`src/rtl/lsu_byte_seq_pkg.sv`:
```
// lsu_byte_seq_pkg
//   Shared definitions for the byte-serial load/store unit: the dm_* access
//   type codes used by the pipeline, the LSU state encoding, and small helpers
//   that derive beat count and type legality from an access type.
//   No ports (package).

package lsu_byte_seq_pkg;

    localparam logic [2:0] DM_WORD              = 3'b000;
    localparam logic [2:0] DM_HALFWORD          = 3'b001;
    localparam logic [2:0] DM_HALFWORD_UNSIGNED = 3'b010;
    localparam logic [2:0] DM_BYTE              = 3'b011;
    localparam logic [2:0] DM_BYTE_UNSIGNED     = 3'b100;

    typedef enum logic [1:0] {
        LSU_IDLE   = 2'b00,
        LSU_ACCESS = 2'b01,
        LSU_RESP   = 2'b10
    } lsu_state_e;

    // Index of the final beat (N-1) for a legal access type.
    function automatic logic [1:0] lsu_last_idx(input logic [2:0] acc_type);
        case (acc_type)
            DM_WORD:                           return 2'd3;
            DM_HALFWORD, DM_HALFWORD_UNSIGNED: return 2'd1;
            default:                           return 2'd0;
        endcase
    endfunction

    function automatic logic lsu_type_legal(input logic [2:0] acc_type);
        return acc_type <= DM_BYTE_UNSIGNED;
    endfunction

endpackage

```
`src/rtl/lsu_extend.sv`:
```
// lsu_extend
//   Combinational sign/zero extension of an assembled little-endian load
//   value, selected by access type. Also used by the WB-stage forwarding path.
//   Ports:
//     raw      in  32  assembled bytes (byte 0 in [7:0])
//     acc_type in  3   dm_* access type
//     ext      out 32  extended load data (word and unknown types pass raw)

module lsu_extend
    import lsu_byte_seq_pkg::*;
(
    input  logic [31:0] raw,
    input  logic [2:0]  acc_type,
    output logic [31:0] ext
);

    always_comb begin
        ext = raw;
        case (acc_type)
            DM_HALFWORD:          ext = {{16{raw[15]}}, raw[15:0]};
            DM_HALFWORD_UNSIGNED: ext = {16'h0000, raw[15:0]};
            DM_BYTE:              ext = {{24{raw[7]}}, raw[7:0]};
            DM_BYTE_UNSIGNED:     ext = {24'h000000, raw[7:0]};
            default:              ext = raw;
        endcase
    end

endmodule

```
`src/rtl/lsu_byte_seq.sv`:
```
// lsu_byte_seq
//   MEM-stage load/store initiator. Takes one access per handshake and plays
//   it out on a byte-wide memory port as 1, 2 or 4 little-endian beats, then
//   returns one registered response with extended load data.
//   Optional build macro: LSU_ALIGN_CHECK_EN -- when defined, misaligned word
//   and halfword accesses are rejected with resp_err and issue no beats.
//   Ports:
//     clk, rst                    clock, async active-high reset
//     req_valid/req_ready         pipeline handshake
//     req_we/addr/wdata/type      access descriptor
//     resp_valid/rdata/err        one-cycle response strobe and payload
//     mem_valid/ready             per-beat handshake to data memory
//     mem_we/addr/wbyte, mem_rbyte beat payload
//
//   state      | meaning
//   LSU_IDLE   | ready for a request
//   LSU_ACCESS | issuing byte beats, waiting on mem_ready
//   LSU_RESP   | response strobe cycle, returns to IDLE

module lsu_byte_seq
    import lsu_byte_seq_pkg::*;
#(
    parameter int ADDR_W = 32
) (
    input  logic              clk,
    input  logic              rst,
    input  logic              req_valid,
    output logic              req_ready,
    input  logic              req_we,
    input  logic [ADDR_W-1:0] req_addr,
    input  logic [31:0]       req_wdata,
    input  logic [2:0]        req_type,
    output logic              resp_valid,
    output logic [31:0]       resp_rdata,
    output logic              resp_err,
    output logic              mem_valid,
    input  logic              mem_ready,
    output logic              mem_we,
    output logic [ADDR_W-1:0] mem_addr,
    output logic [7:0]        mem_wbyte,
    input  logic [7:0]        mem_rbyte
);

    lsu_state_e        state_q, state_d;
    logic              req_ready_q, req_ready_d;
    logic              resp_valid_q, resp_valid_d;
    logic [31:0]       resp_rdata_q, resp_rdata_d;
    logic              resp_err_q, resp_err_d;
    logic              mem_valid_q, mem_valid_d;
    logic              mem_we_q, mem_we_d;
    logic [ADDR_W-1:0] mem_addr_q, mem_addr_d;
    logic [7:0]        mem_wbyte_q, mem_wbyte_d;
    logic [1:0]        idx_q, idx_d;
    logic [31:0]       asm_q, asm_d;
    logic [31:0]       wdata_q, wdata_d;
    logic [2:0]        type_q, type_d;

    logic [31:0] asm_upd;
    logic [31:0] ext_data;
    logic [1:0]  idx_nxt;
    logic        misaligned;

`ifdef LSU_ALIGN_CHECK_EN
    assign misaligned = ((req_type == DM_WORD) && (req_addr[1:0] != 2'b00)) ||
                        (((req_type == DM_HALFWORD) || (req_type == DM_HALFWORD_UNSIGNED)) &&
                         req_addr[0]);
`else
    assign misaligned = 1'b0;
`endif

    // Assembly including the byte arriving this cycle, so the final beat's
    // data reaches the extender without an extra cycle.
    always_comb begin
        asm_upd = asm_q;
        asm_upd[{idx_q, 3'b000} +: 8] = mem_rbyte;
    end

    lsu_extend u_extend (
        .raw      (asm_upd),
        .acc_type (type_q),
        .ext      (ext_data)
    );

    assign idx_nxt = idx_q + 2'd1;

    always_comb begin
        state_d      = state_q;
        req_ready_d  = req_ready_q;
        resp_valid_d = 1'b0;
        resp_rdata_d = 32'h0;
        resp_err_d   = 1'b0;
        mem_valid_d  = mem_valid_q;
        mem_we_d     = mem_we_q;
        mem_addr_d   = mem_addr_q;
        mem_wbyte_d  = mem_wbyte_q;
        idx_d        = idx_q;
        asm_d        = asm_q;
        wdata_d      = wdata_q;
        type_d       = type_q;
        case (state_q)
            LSU_IDLE: begin
                req_ready_d = 1'b1;
                if (req_valid) begin
                    req_ready_d = 1'b0;
                    wdata_d     = req_wdata;
                    type_d      = req_type;
                    idx_d       = 2'd0;
                    asm_d       = 32'h0;
                    if (lsu_type_legal(req_type) && !misaligned) begin
                        state_d     = LSU_ACCESS;
                        mem_valid_d = 1'b1;
                        mem_we_d    = req_we;
                        mem_addr_d  = req_addr;
                        mem_wbyte_d = req_wdata[7:0];
                    end else begin
                        // Rejected: straight to the response, memory port untouched.
                        state_d      = LSU_RESP;
                        resp_valid_d = 1'b1;
                        resp_err_d   = 1'b1;
                    end
                end
            end
            LSU_ACCESS: begin
                if (mem_ready) begin
                    if (!mem_we_q) begin
                        asm_d = asm_upd;
                    end
                    idx_d = idx_nxt;
                    if (idx_q == lsu_last_idx(type_q)) begin
                        state_d      = LSU_RESP;
                        mem_valid_d  = 1'b0;
                        resp_valid_d = 1'b1;
                        resp_rdata_d = mem_we_q ? 32'h0 : ext_data;
                    end else begin
                        mem_addr_d  = mem_addr_q + ADDR_W'(1);
                        mem_wbyte_d = wdata_q[{idx_nxt, 3'b000} +: 8];
                    end
                end
            end
            LSU_RESP: begin
                state_d     = LSU_IDLE;
                req_ready_d = 1'b1;
            end
            default: begin
                state_d     = LSU_IDLE;
                req_ready_d = 1'b1;
                mem_valid_d = 1'b0;
            end
        endcase
    end

    always_ff @(posedge clk or posedge rst) begin
        if (rst) begin
            state_q      <= LSU_IDLE;
            req_ready_q  <= 1'b1;
            resp_valid_q <= 1'b0;
            resp_rdata_q <= 32'h0;
            resp_err_q   <= 1'b0;
            mem_valid_q  <= 1'b0;
            mem_we_q     <= 1'b0;
            mem_addr_q   <= '0;
            mem_wbyte_q  <= 8'h00;
            idx_q        <= 2'd0;
            asm_q        <= 32'h0;
            wdata_q      <= 32'h0;
            type_q       <= 3'd0;
        end else begin
            state_q      <= state_d;
            req_ready_q  <= req_ready_d;
            resp_valid_q <= resp_valid_d;
            resp_rdata_q <= resp_rdata_d;
            resp_err_q   <= resp_err_d;
            mem_valid_q  <= mem_valid_d;
            mem_we_q     <= mem_we_d;
            mem_addr_q   <= mem_addr_d;
            mem_wbyte_q  <= mem_wbyte_d;
            idx_q        <= idx_d;
            asm_q        <= asm_d;
            wdata_q      <= wdata_d;
            type_q       <= type_d;
        end
    end

    assign req_ready  = req_ready_q;
    assign resp_valid = resp_valid_q;
    assign resp_rdata = resp_rdata_q;
    assign resp_err   = resp_err_q;
    assign mem_valid  = mem_valid_q;
    assign mem_we     = mem_we_q;
    assign mem_addr   = mem_addr_q;
    assign mem_wbyte  = mem_wbyte_q;

endmodule

```
`config.mk`:
```
export PLATFORM = sky130hd
export DESIGN_NAME = lsu_byte_seq
export DESIGN_NICKNAME = d
export VERILOG_FILES = /design/src/rtl/lsu_byte_seq_pkg.sv /design/src/rtl/lsu_extend.sv /design/src/rtl/lsu_byte_seq.sv
export SDC_FILE = /design/constraint.sdc
export NUM_CORES = 1
export LEC_CHECK = 0
export CAP_MARGIN = 20
export CORE_UTILIZATION = 55
export DETAILED_ROUTE_END_ITERATION = 8
export PLACE_DENSITY = 0.93
export SETUP_SLACK_MARGIN = 0.15
export SLEW_MARGIN = 5
export SYNTH_ARGS = -nofsm -noshare
export SYNTH_HDL_FRONTEND = slang
export SYNTH_SLANG_ARGS = --single-unit
```
`constraint.sdc`:
```
create_clock -name clk -period 11.2 [get_ports clk]
set_input_delay 1.12 -clock clk [delete_from_list [all_inputs] [get_ports clk]]
set_output_delay 1.12 -clock clk [all_outputs]
set_load 0.05 [all_outputs]
```
# --- Word level (Yosys, flattened, before mapping) ---
# Index checks and enable logic that the tools add are counted.
classes:
  mux: 44
  n_addsub: 3
  n_bitwise: 1
  order_cmp: 1
  n_reduce_logical: 11
  n_eq_ne: 13
  shifts: 3
ops:
  columns: ["cell", "count"]
  rows:
  - ["$mux W32", 11]
  - ["$pmux W32 S2", 2]
  - ["$pmux W32 S4", 1]
  - ["$add A32 B1 Y32 const B", 1]
  - ["$bwmux W32", 1]
  - ["$mux W8", 4]
  - ["$shift A8 B7 Y32 const A", 1]
  - ["$shiftx A32 B6 Y8", 1]
  - ["$shiftx A8 B7 Y32", 1]
  - ["$mux W2", 8]
  - ["$pmux W8 S2", 1]
  - ["$ne A2 B2 Y1 const B", 6]
  - ["$pmux W2 S2", 3]
  - ["$mux W1", 10]
  - ["$reduce_and A5 Y1", 2]
  - ["$reduce_and A3 Y1", 3]
  - ["$neg A5 Y7", 1]
  - ["$eq A3 B2 Y1 const B", 2]
  - ["$pmux W1 S2", 2]
  - ["$reduce_and A4 Y1", 1]
  - ["$eq A3 B1 Y1 const B", 1]
  - ["$eq A3 B3 Y1 const B", 1]
  - ["$le A3 B3 Y1 const B", 1]
  - ["$logic_not A3 Y1", 1]
  - ["10 further kinds", 10]
totals:
  wordCells: 89
  input_bits: 80
  reg_bits: 148

# --- Longest topological paths before layout ---
# Gate-level depths: netlist of run 1.
logic_depth:
  depth_word: 9
  ltp_mapped: 10

# --- Hierarchy ---
# From an unflattened synthesis of run 1, not the netlist that was laid out.
hier_totals:
  cells_unflattened: 878
  hier_area_um2: 7846.3
by_module_without_submodules:
  columns: ["module", "n_inst", "cells_each", "area_each_um2"]
  rows:
  - ["lsu_byte_seq", 1, 746, 7103.1]
  - ["lsu_extend", 1, 132, 743.2]

# --- Worst setup path after synthesis of run 1 ---
# Ideal clock, no wire load.
synth_path:
  path_type: "register to register"
  start: "register idx_q[0]"
  end: "register resp_rdata_q[21] (netlist: resp_rdata[21])"
  path_slack_ps: 8692
  path_stages_with_launch: 11
  setup_ps: 74
  arrival_time_ps: 2434
  path_cell_list: "dfrtp_1 > buf_4 > inv_1 > ha_1 > buf_6 > nor3b_4 > a21oi_1 > a22o_1 > a211o_4 > buf_6 > a21oi_2"
synth_between:
  elab_chain_cells: 8
synth_rtl:
  columns: ["element", "line", "rtl"]
  rows:
  - ["start, declared", "lsu_byte_seq.sv:53", "logic [1:0] idx_q, idx_d;"]
  - ["start signal, assigned", "lsu_byte_seq.sv:177", "idx_q <= idx_d;"]
  - ["$neg A5 Y7", "lsu_byte_seq.sv:75", "asm_upd[{idx_q, 3'b000} +: 8] = mem_rbyte;"]
  - ["$shiftx A8 B7 Y32 or $shift A8 B7 Y32 (tied branches)", "lsu_byte_seq.sv:75", null]
  - ["$bwmux W32", "lsu_byte_seq.sv:75", null]
  - ["$pmux W32 S4", "lsu_extend.sv:19", "case (acc_type)"]
  - ["$mux W32", "lsu_byte_seq.sv:133", "resp_rdata_d = mem_we_q ? 32'h0 : ext_data;"]
  - ["$mux W32 (*)", "lsu_byte_seq.sv:129", "if (idx_q == lsu_last_idx(type_q)) begin"]
  - ["$mux W32 (*)", "lsu_byte_seq.sv:124", "if (mem_ready) begin"]
  - ["$mux W32 (*)", "lsu_byte_seq.sv:100", "case (state_q)"]
  - ["via resp_rdata_d[21]", "lsu_byte_seq.sv:47", "logic [31:0] resp_rdata_q, resp_rdata_d;"]
  - ["end signal, assigned", "lsu_byte_seq.sv:171", "resp_rdata_q <= resp_rdata_d;"]
  - ["end, declared", "lsu_byte_seq.sv:47", null]
# Mark *: on every way through the listed nets, which the timed path passes. The rest lies on a longest branch.
# A chain may end at the register's enable or synchronous reset.

# --- Final worst setup path of run 1 ---
layout_path:
  start: "register idx_q[0]"
  end: "register asm_q[18]"
layout_between:
  elab_chain_cells: 6
layout_rtl:
  columns: ["element", "line", "rtl"]
  rows:
  - ["$neg A5 Y7 (*)", "lsu_byte_seq.sv:75", null]
  - ["$shiftx A8 B7 Y32 or $shift A8 B7 Y32 (tied branches)", "lsu_byte_seq.sv:75", null]
  - ["$bwmux W32 (*)", "lsu_byte_seq.sv:75", null]
  - ["$mux W32 (*)", "lsu_byte_seq.sv:125", "if (!mem_we_q) begin"]
  - ["$mux W32 (*)", "lsu_byte_seq.sv:124", null]
  - ["$pmux W32 S2 (*)", "lsu_byte_seq.sv:100", null]
  - ["end signal, assigned", "lsu_byte_seq.sv:178", "asm_q <= asm_d;"]
  - ["end, declared", "lsu_byte_seq.sv:54", "logic [31:0] asm_q, asm_d;"]
# Mark *: on every way between the ends. The rest lies on a longest branch, timed or not. The select of a mux whose other input is x is not followed.

==> metrics list, run 1 <==
- Worst EP arrival: 4.13 ns
* Max Cap Viol: 0
- The final route contains 6882 vias.
- Among all flip-flop cells after synthesis, the most frequent one is sky130_fd_sc_hd__dfrtp_1.
- PortBufs: 156
- Overflow left after global routing: 0
* Core Box Area: ~0.013 mm^2
- Area added between synthesis and finish: 30.3%
- Via count of the first global-routing pass: between 6000 and 7000
- Setup violations, final: 0
- Width of the die: 118 um
- Count of final max-slew check failures: 0
- After routing, the total negative slack on setup checks comes to 0 ns.
- Remaining antenna violation count: 0
* Average cell area after synthesis: between 9 and 10 um^2
- Maximum vdd drop: roughly 0.00021 V
* Post-CTS Hold Fix Bufs: 0
- CTS tree: done
- Fraction of layout cells with a size suffix above 1: roughly 8%
* Synthesized Nets: 874
* Commonest non-fill, non-tap cells in the layout: 171 x sky130_fd_sc_hd__nand2_1, 156 x sky130_fd_sc_hd__clkdlybuf4s50_1, 147 x sky130_fd_sc_hd__dfrtp_1
* H-Tree Depth: 4
- Vias/cell: slightly above 6
* DRC violation count after routing: 0
- Cells taking the most area after synthesis: sky130_fd_sc_hd__dfrtp_1 50%, sky130_fd_sc_hd__nand2_1 8.7%, sky130_fd_sc_hd__a21oi_1 5.8%
* Cell area after synthesis: 0.00735 mm^2
- In this run the cell area measured after placement is 0.00897 mm^2.
* Power density over the cells: 300 mW/mm^2
- Slew margin rel.: roughly 45%
* Maximum net fanout on the critical path: 22
* Logic pwr share: about half
* Initial antenna violation count: 0
* Power Internal: roughly 1.6 mW
* Cts bufs inserted: 17
- The number of antenna diodes in the final layout is 0.
- The first global-routing pass estimated 33600 um of wire.
* Clock sinks: about 150
* Placer Congestion: 0.871
- The worst setup path is captured at a flip-flop.
- At the pin with the least slew margin, the transition time is between 0.8 and 0.9 ns.
- Global routing usage summed across all routing layers: between 30 and 40%
* Share of power burned in the clock network: between 15 and 20%
* Count of endpoints failing hold in the final timing report: 0
* #FFs+latches synth: 148
* Net Sw Power: around 1.3 mW
* Total Nets Final: 1007
* Largest net degree at the start of global routing: 86
- Part of the power in registers: roughly 32%
* Root buffer cell: sky130_fd_sc_hd__clkbuf_16
- In this run the count of I/O pins placed on the die edge is roughly 160.
- The final layout contains routed wiring with a total length of about 20000 um.
- Share of the synthesized area in the top cell type: between 50% and 60%
- For this configuration, the core starts out at a cell density of a little under three fifths.
* Post-synth ARST share: between 90% and 100%
- For this block, the initial DRC count from the detailed router was around 790.
* Worst hold slack: 0.472 ns
- Die Ht: 118 um
* Data required time of the worst path: approximately 12 ns
- Design area: approximately 0.0096 mm^2
- Critical Path Source Type: flip-flop
* Unrepaired setup endpoints after global routing: no
- Synthesis instantiated 57 different standard cells from the library.
- After clock tree synthesis, the clock-pin slew on the worst setup and hold paths is ~0.060 ns.
- Leaving out filler cells and counting taps, the final layout contains approximately 1100.
- The number of gates resized after CTS was 0.
- In the final routed layout, each cell accounts on average for approximately 18 um.
- The synthesized design contains 0 enable-type register cells.
- First-pass DRT Iterations: 6
* Library cell with the largest summed area after synthesis: sky130_fd_sc_hd__dfrtp_1
- Highest clock frequency the design can meet: between 0.2 and 0.3 GHz
- Floorplan die area: between 0.01 and 0.015 mm^2
- Clk Latency, worst-skew pair: just over 0.4 ns
- The floorplan has between 40 and 50 rows.
- In this run the post-CTS setup repair buffer count came out at 0.
- Final worst-path cycle share: 34.1%
- Between clock sinks in the finished design, the worst skew comes to about 0.014 ns.
- The run finished with clean final reports.
* Yosys Warn Count: 0
- The critical path in this run is classified as flip-flop to flip-flop.
* Post-Synthesis Cells: between 700 and 800
- Switching part of the total power: a little under half
- Sequential-to-total area share from yosys stat: roughly half
- Placed wire-length estimate: ~13000 um
- Minimum period implied by the final worst setup slack: ~3.8 ns
- Most common cell after layout, fill and taps aside: sky130_fd_sc_hd__nand2_1
- In this run, placement finished with an instance count of around 1100.
* Final core utilization: between 70% and 80%
* Leakage power summed over all cells: 4.08 nW
* Class of the worst hold path: flip-flop to flip-flop
- The longest clock path from root to sink contains 2 buffers.
==> metal layers <==
layer  up-vias  GRT usage, %  part of all wire (%)
li1       3066             -                     -
met1      3292          39.6                    40
met2       435          49.3                    48
met3        89          5.52                   8.5
met4         0          14.1                   4.1
met5         -             0                     0
==> power by group through the flow <==
stage / clock network, mW / logic, mW / registers [mW]
4_1_cts: 0.575 / 1.37 / 0.909
3_5_place_dp: 0 / 1.34 / 0.910
6_report: 0.571 / 1.38 / 0.919
3_3_place_gp: 0 / 1.31 / 0.899
5_1_grt: 0.599 / 1.48 / 0.939
2_1_floorplan: 0 / 0.737 / 1.14
==> cells by family after synthesis <==
logic type,share of synthesized area (%)
AO/OA/AOI/OAI,21.0
multiplexers,3.01
buffers and inverters,4.14
XOR/XNOR,0.238
adder cells (fa/ha/maj),1.02
AND/OR/NAND/NOR,20.2
flip-flops,50.4
==> synth_stat cells (2+ instances only) <==
| cell | instances |
|---|---|
| sky130_fd_sc_hd__o22a_1 | 7 |
| sky130_fd_sc_hd__o2bb2a_1 | 7 |
| sky130_fd_sc_hd__a41oi_1 | 4 |
| sky130_fd_sc_hd__a2bb2oi_1 | 8 |
| sky130_fd_sc_hd__o21ai_0 | 38 |
| sky130_fd_sc_hd__o31ai_1 | 8 |
| sky130_fd_sc_hd__a22o_1 | 19 |
| sky130_fd_sc_hd__buf_2 | 12 |
| sky130_fd_sc_hd__buf_6 | 5 |
| sky130_fd_sc_hd__nand2b_1 | 10 |
| sky130_fd_sc_hd__nand2_1 | 171 |
| sky130_fd_sc_hd__nand3_1 | 17 |
| sky130_fd_sc_hd__and4bb_1 | 2 |
| sky130_fd_sc_hd__a22oi_1 | 10 |
| sky130_fd_sc_hd__a31oi_1 | 14 |
| sky130_fd_sc_hd__nor2b_1 | 22 |
| sky130_fd_sc_hd__inv_1 | 13 |
| sky130_fd_sc_hd__and3_1 | 6 |
| sky130_fd_sc_hd__nand3b_1 | 2 |
| sky130_fd_sc_hd__a21oi_2 | 10 |
| sky130_fd_sc_hd__and2_1 | 3 |
| sky130_fd_sc_hd__nand4_1 | 13 |
| sky130_fd_sc_hd__dfrtp_1 | 147 |
| sky130_fd_sc_hd__clkbuf_1 | 31 |
| sky130_fd_sc_hd__nor2_1 | 46 |
| sky130_fd_sc_hd__buf_1 | 4 |
| sky130_fd_sc_hd__ha_1 | 6 |
| sky130_fd_sc_hd__xnor2_1 | 2 |
| sky130_fd_sc_hd__mux4_2 | 8 |
| sky130_fd_sc_hd__nor3_1 | 7 |
| sky130_fd_sc_hd__mux2i_1 | 3 |
| sky130_fd_sc_hd__o22ai_1 | 16 |
| sky130_fd_sc_hd__a21oi_1 | 85 |
| sky130_fd_sc_hd__nor4_1 | 2 |
| sky130_fd_sc_hd__nor3b_1 | 2 |
| sky130_fd_sc_hd__and2b_1 | 7 |
==> worst max-delay path: stages (launching register included) <==
cell and delay (ns):
sky130_fd_sc_hd__dfrtp_1 0.87, sky130_fd_sc_hd__inv_1 0.28, sky130_fd_sc_hd__ha_1 0.83, sky130_fd_sc_hd__inv_1 0.14
sky130_fd_sc_hd__nor4_2 0.70, sky130_fd_sc_hd__nor2b_1 0.51, sky130_fd_sc_hd__a21oi_1 0.15, sky130_fd_sc_hd__o21ai_0 0.23
==> path summary, 6_finish.rpt <==
kind,from,endpoint,slack [ns],cells past startpoint
min,asm_q[4],asm_q[4],0.47,2
min in group asynchronous,rst,resp_rdata[25],1.24,2
max in group asynchronous,rst,state_q[1],8.66,3
max reg2reg,idx_q[0],asm_q[18],7.38,7
min reg2reg,asm_q[4],asm_q[4],0.47,2
max,idx_q[0],asm_q[18],7.38,7
==> registers in the layout (all words and copies together), names as in the netlist <==
register,flops
mem_valid,1
resp_valid,1
mem_addr,32
mem_wbyte,8
state_q,2
mem_we,1
idx_q,2
resp_err,1
req_ready,1
resp_rdata,32
type_q,3
asm_q,32
wdata_q,32
==> stage by stage <==
step	worst slack (ns)	total power, mW
after floorplan	6.10	1.87
after global placement	7.66	2.21
after detailed placement	7.48	2.25
after CTS	7.45	2.85
after global routing	7.15	3.01
final	7.38	2.87
==> cell type report <==
type	count	area, um^2
clock buffers	21	480
well taps	172	215
clock inverters	11	125
multi-input cells	574	3350
inverters	13	53.8
fillers	837	3250
flip-flops and latches	148	3700
repair buffers	167	1640
Power figures use the tool's default switching activity.
==> inputs of run 2 (changes only) <==
Settings changed: CORE_UTILIZATION 55 to 51, PLACE_DENSITY 0.93 to 0.88.
Clock period 11.2 ns to 3.6 ns, I/O delays scaled along.
==> metrics list, run 2 (synthesized netlist as in run 1, its figures left out) <==
- The max-capacitance violation count was 0 (unchanged).
* Overflow left after global routing: 0 (unchanged)
* Largest incremental delay on the critical path: 0.44 ns (-0.43 ns)
- CTS tree: done
- Maximum net fanout on the critical path: 16 (-27%)
- The number of buffers created by CTS was 17 (unchanged).
* Worst path top cell family by delay: compound AO/OA/AOI/OAI gates
- H-Tree Depth: 4 (unchanged)
- Setup Total Neg Slack: 0 ns (unchanged)
- The overall via count from detail_route was 6605 (-4.0%).
* Buffer and inverter count on the worst path: 2 (unchanged)
* Most common cell after layout, fill and taps aside: sky130_fd_sc_hd__nand2_1
* Clock transition at path regs: 0.06 ns (about the same)
- Num ports: 157 (unchanged)
- Remaining antenna violation count: 0 (unchanged)
* Initial antenna violation count: 0 (unchanged)
- Die Ht: 122 um (+3.8%)
* Class of the worst hold path: input port to async pin
- The global router's overall resource usage is 27.2% (-3.1 points).
* Width of the die: 122 um (+3.8%)
- Effective utilization at floorplan: 52.5% (-4.8 points)
- The routed length on met3 is 1300 um (-25%).
- Average wire length per cell after detail routing: 17.5 um (-5.5%)
- DRC violation count after routing: 0 (unchanged)
- Setup violations, final: 0 (unchanged)
- Total Nets Final: 1014 (+0.70%)
- Fraction of layout cells with a size suffix above 1: 8.30% (+0.37 points)
- The final-layout worst hold slack was 0.207 ns (-0.265 ns).
- The worst clock skew on the final layout is 0.00881 ns (-0.00492 ns).
* Number of non-filler instances in the completed layout: 1120 (+1.3%)
* Unrepaired setup endpoints after global routing: no
- The mean number of vias per cell is 5.90 (-5.2%).
- Startpoint of the most critical register-to-register path: idx_q[1]
* Largest net degree at the start of global routing: 76 (-12%)
- The final count of pins violating max slew is 0 (unchanged).
- The placed wire-length estimate is 12800 um (+0.38%).
* Root buffer cell: sky130_fd_sc_hd__clkbuf_16
- Placer Congestion: 0.864 (-0.79%)
- Sum of routed wire segments on met1: 8000 um (-1.8%)
- The power density normalized to cell area is 929 mW/mm^2 (+210%).
- Highest clock frequency the design can meet: 0.362 GHz (+38%)
- Tracing the worst setup path back leads to its startpoint at idx_q[1].
- The critical path data required time came to 3.93 ns (-7.58 ns).
- Clock sinks: 148 (unchanged)
- Final worst-path cycle share: 76.7% (+43 points)
- Final setup slack of the worst path: 0.837 ns (-6.54 ns)
- Number of placement rows: 43 (+4.9%)
* Clk Latency, worst-skew pair: 0.43 ns (+0.02 ns)
- Via count of the first global-routing pass: 6392 (-4.2%)
- Register-to-register setup slack: 0.84 ns (-6.54 ns)
* Actual slew at the worst max-slew pin: 0.743 ns (-0.0764 ns)
- Minimum period implied by the final worst setup slack: 2.76 ns (-1.06 ns)
- The final design utilization is 69.4% (-5.3 points).
- The core box area came to 0.0140 mm^2 (+9.1%).
* PortBufs: 156 (unchanged)
- The number of setup buffers added after CTS was 0 (unchanged).
* Deepest clock path buffer count: 2 (unchanged)
- The static leakage power came to 4.13 nW (+1.3%).
* Cell mode on critical path: sky130_fd_sc_hd__a21oi_1
- Post-CTS Hold Fix Bufs: 0 (unchanged)
- Cts repair resizes: 0 (unchanged)
* Commonest non-fill, non-tap cells in the layout: 171 x sky130_fd_sc_hd__nand2_1, 156 x sky130_fd_sc_hd__clkdlybuf4s50_1, 147 x sky130_fd_sc_hd__dfrtp_1
- The area growth from synthesis to layout is 32.1%.
* Run status: finished clean
* Floorplan die area: 0.0149 mm^2 (+7.7%)
* Cell type of the slowest stage on the worst timing path: sky130_fd_sc_hd__a211o_4
* Count of endpoints failing hold in the final timing report: 0 (unchanged)
- STA classifies the critical path endpoint as a flip-flop.
- Setup WS pre-CTS: 0.900 ns (-6.58 ns)
- The area of all placed cells without fillers came to 0.00971 mm^2 (+1.4%).
- Post-placement cell count: 1088 (+1.3%)
- The relative slew slack came to 50.5% (+5.1 points).
- The detailed router used layers up to and including met4.
- Worst EP arrival: 3.10 ns (-1.03 ns)
- Type of the worst setup path: flip-flop to flip-flop
- Placed inst area: 0.00906 mm^2 (+0.95%)
* Cells along the critical path: inv_1, ha_1, buf_4, and4b_1, a21oi_1, a22o_1, a211o_4, a21oi_1
- The sum of routed wire length over all layers is 19600 um (-4.3%).
- The worst setup path is launched from a flip-flop.
- Global-route wire length before repair: 31500 um (-6.0%)
- Maximum vdd drop: 0.000563 V (+170%)
* Diodes inserted: 0 (unchanged)
- The total power of the final layout was 9.02 mW (+210%).
* Iter 0 DRT Violations: 556 (-29%)
- The total iterations of the first detailed-routing run came to 5 (-1).
- The total met2 wirelength after detailed routing came to 9450 um (-3.0%).
-- run 2: cell types whose count changed in the layout (fill, tap and decap cells not counted), sizes merged --
cell / change
buf: +7
clkinv: -3
inv: -2
clkinvlp: +1
bufinv: +3
-- run 2: layout make-up --
| class | count | area (um^2) |
|---|---|---|
| Fill cell | 1064 | 4280 |
| Sequential cell | 148 | 3700 |
| Multi-Input combinational cell | 574 | 3360 |
| Timing Repair Buffer | 174 | 1730 |
| Clock buffer | 21 | 450 |
| Tap cell | 180 | 225 |
| Clock inverter | 10 | 180 |
| Inverter | 13 | 52.6 |
-- run 2: worst paths after layout --
kind                       cells after the start              to
setup / recovery                               8  resp_rdata[16]
hold / removal                                 2    mem_addr[10]
setup reg to reg                               8  resp_rdata[16]
hold reg to reg                                2        asm_q[9]
max in group asynchronous                      4  resp_rdata[26]
min in group clk                               3     wdata_q[19]
-- run 2: layer usage --
metal	global-route usage (%)	vias up
met2	43.1	318
met5	0	-
met1	35.2	3152
met3	4.92	63
li1	-	3072
met4	15.4	0
-- run 2: power breakdown --
group / leakage, nW / internal (mW) / total (mW) / switching [mW]
Sequential: 1.88 / 2.24 / 2.79 / 0.551
Clock: 0.303 / 1.24 / 1.91 / 0.673
Combinational: 1.94 / 1.59 / 4.31 / 2.73
==> inputs of run 3 (changes only) <==
Clock period 3.6 ns to 2.7 ns, I/O delays scaled along.
==> metrics list, run 3 (synthesized netlist as in run 1, its figures left out) <==
- The flow ran to the end, and the final reports show no timing, DRC or antenna violations.
* Register-to-register setup slack: 0.37 ns (-0.47 ns)
* Floorplan die area: 0.0149 mm^2 (unchanged)
- Power density over the cells: 1220 mW/mm^2 (+32%)
* Vias/cell: 5.92 (+0.40%)
- The count of port buffers added during placement is 156 (unchanged).
- The final hold violation count is 0 (unchanged).
- Leakage power summed over all cells: 4.15 nW (+0.46%)
* Count of final max-slew check failures: 0 (unchanged)
- Cts bufs inserted: 17 (unchanged)
* Register-to-Register Path Depth: 7 (-1)
- Largest incremental delay on the critical path: 0.44 ns (about the same)
- The library cell used most frequently in the layout, excluding fill and tap cells, is sky130_fd_sc_hd__nand2_1.
- FF/Latch Area: 0.00370 mm^2 (unchanged)
- The worst clock skew on the final layout came to 0.0154 ns (+0.00660 ns).
- Setup violations, final: 0 (unchanged)
- The number of setup buffers added after CTS came to 0 (unchanged).
- Placed wire-length estimate: 12800 um (-0.27%)
* Startpoint of the most critical register-to-register path: idx_q[1]
- The die span in y is 122 um (unchanged).
* Final worst-path cycle share: 86.2% (+9.5 points)
- Remaining antenna violation count: 0 (unchanged)
* Maximum vdd drop: 0.000564 V (+0.29%)
* Total Nets Final: 1020 (+0.59%)
* Average wire length per cell after detail routing: 17.0 um (-2.9%)
- Cell mode on critical path: sky130_fd_sc_hd__a21oi_1
- The transition time of the tightest slew-check pin came to 0.681 ns (-0.0618 ns).
- The starting DRC count in detailed routing came to 878 (+58%).
* Core Box Area: 0.0140 mm^2 (unchanged)
- The sum of routed wire length over all layers is 19100 um (-2.3%).
- In this run the critical register-to-register path is captured at resp_rdata[18].
- The number of gates resized after cts came to 0 (unchanged).
- In this run the worst hold path is classified as input port to async pin.
- Global-route wire length before repair: 30600 um (-3.1%)
* DRC violation count after routing: 0 (unchanged)
- Clk Latency, worst-skew pair: 0.43 ns (about the same)
* Placer Congestion: 0.873 (+0.97%)
* Worst Setup SP: idx_q[1]
* Area added between synthesis and finish: 32.4%
- Setup crit end kind: flip-flop
* Max Cap Viol: 0 (unchanged)
- Effective utilization at floorplan: 52.5% (unchanged)
- Root buffer cell: sky130_fd_sc_hd__clkbuf_16
- Detailed-route via count: 6673 (+1.0%)
- Initial antenna violation count: 0 (unchanged)
- The maximum net fanout on the critical path came to 16 (unchanged).
* Minimum period implied by the final worst setup slack: 2.33 ns (-0.434 ns)
- The relative slew slack is 54.6% (+4.1 points).
- The maximum number of pins on one net before global-route repair came to 76 (unchanged).
* Clock transition at path regs: 0.07 ns (about the same)
- The total iterations of the first detailed-routing run is 6 (+1).
* Cell type of the slowest stage on the worst timing path: sky130_fd_sc_hd__a211o_4
- In the layout the commonest cells are 171 x sky130_fd_sc_hd__nand2_1, 156 x sky130_fd_sc_hd__clkdlybuf4s50_1, 147 x sky130_fd_sc_hd__dfrtp_1.
- Type of the worst setup path: flip-flop to flip-flop
* Cells along the critical path: inv_1, ha_1, nor3b_4, a21oi_1, a22o_1, a211o_4, a21oi_1
* Final core utilization: 69.6% (+0.15 points)
* Width of the die: 122 um (unchanged)
- The number of global-route vias before repair was 6183 (-3.3%).
- Fill count: 1034 (-2.8%)
* H-Tree Depth: 4 (unchanged)
* Fraction of layout cells with a size suffix above 1: 9.29% (+0.99 points)
- Total power consumption of the routed design: 11.9 mW (+32%)
* Worst EP arrival: 2.66 ns (-0.44 ns)
- TritonCTS built the clock tree.
- Unrepaired setup endpoints after global routing: no
* Data required time of the worst path: 3.04 ns (-0.89 ns)
* Num ports: 157 (unchanged)
- Critical Path Source Type: flip-flop
* Number of placement rows: 43 (unchanged)
- The accumulated negative setup slack was 0 ns (unchanged).
- Clock sinks: 148 (unchanged)
- The global router's overall resource usage was 26.6% (-0.62 points).
- Diodes inserted: 0 (unchanged)
* Overflow left after global routing: 0 (unchanged)
- The area of the multi-input gates was 0.00336 mm^2 (unchanged).
- Post-CTS Hold Fix Bufs: 0 (unchanged)
* Deepest clock path buffer count: 2 (unchanged)
- The critical path ends at resp_rdata[18].
- The highest attainable clock frequency came to 0.430 GHz (+19%).
## run 3: cell count changes in the layout (fill, tap and decap cells not counted)
cell	previous run	this run
sky130_fd_sc_hd__clkinv_4	0	6
sky130_fd_sc_hd__buf_4	15	20
sky130_fd_sc_hd__bufinv_16	5	2
sky130_fd_sc_hd__clkbuf_1	3	0
sky130_fd_sc_hd__inv_6	0	2
sky130_fd_sc_hd__buf_12	3	4
sky130_fd_sc_hd__clkinv_2	3	2
## run 3: how the worst min path moves through the flow
stage | cells after the start | end | from
after floorplan | 2 | wdata_q[0] | req_wdata[0]
after global placement | 2 | asm_q[13] | asm_q[13]
after detailed placement | 2 | asm_q[13] | asm_q[13]
after CTS | 2 | mem_addr[28] | rst
after global routing | 2 | mem_addr[28] | rst
final | 2 | mem_addr[22] | rst
## run 3: layout make-up
cell class | count | share of cell area [%]
Timing Repair Buffer | 180 | 18.4
Multi-Input combinational cell | 574 | 34.5
Sequential cell | 148 | 38.1
Inverter | 13 | 0.540
Clock buffer | 18 | 4.51
Tap cell | 180 | 2.31
Clock inverter | 14 | 1.59
## run 3: report_power, final
group,leakage (nW),total (mW),switching (mW),internal (mW)
logic,1.98,5.85,3.66,2.19
registers,1.88,3.69,0.702,2.99
clock network,0.287,2.35,0.956,1.39
## run 3: per-layer routing
metal | vias to the layer above | global-route usage [%] | wire length, um
met5 | - | 0 | 0
met4 | 0 | 12.0 | 541
met3 | 51 | 5.10 | 1300
met2 | 322 | 41.5 | 9150
met1 | 3212 | 35.9 | 8140
li1 | 3088 | - | -
## run 3: stage by stage
stage	hold slack [ns]	worst slack, ns	area, um^2	instances
after CTS	0.236	0.402	9730	1127
after global placement	0.452	0.499	9140	1095
after global routing	0.262	0.245	9730	1127
after floorplan	0.375	0.192	7350	788
after detailed placement	0.458	0.405	9140	1095
final	0.228	0.372	9730	1127
## run 3: worst max-delay path: cells and delay by family (launching register included)
family	cells	cell delay, ns
AOI/OAI and AO/OA	4	1.06
adders and majority gates	1	0.33
buffers and inverters	1	0.17
DFF	1	0.42
and+or+nand+nor	1	0.25
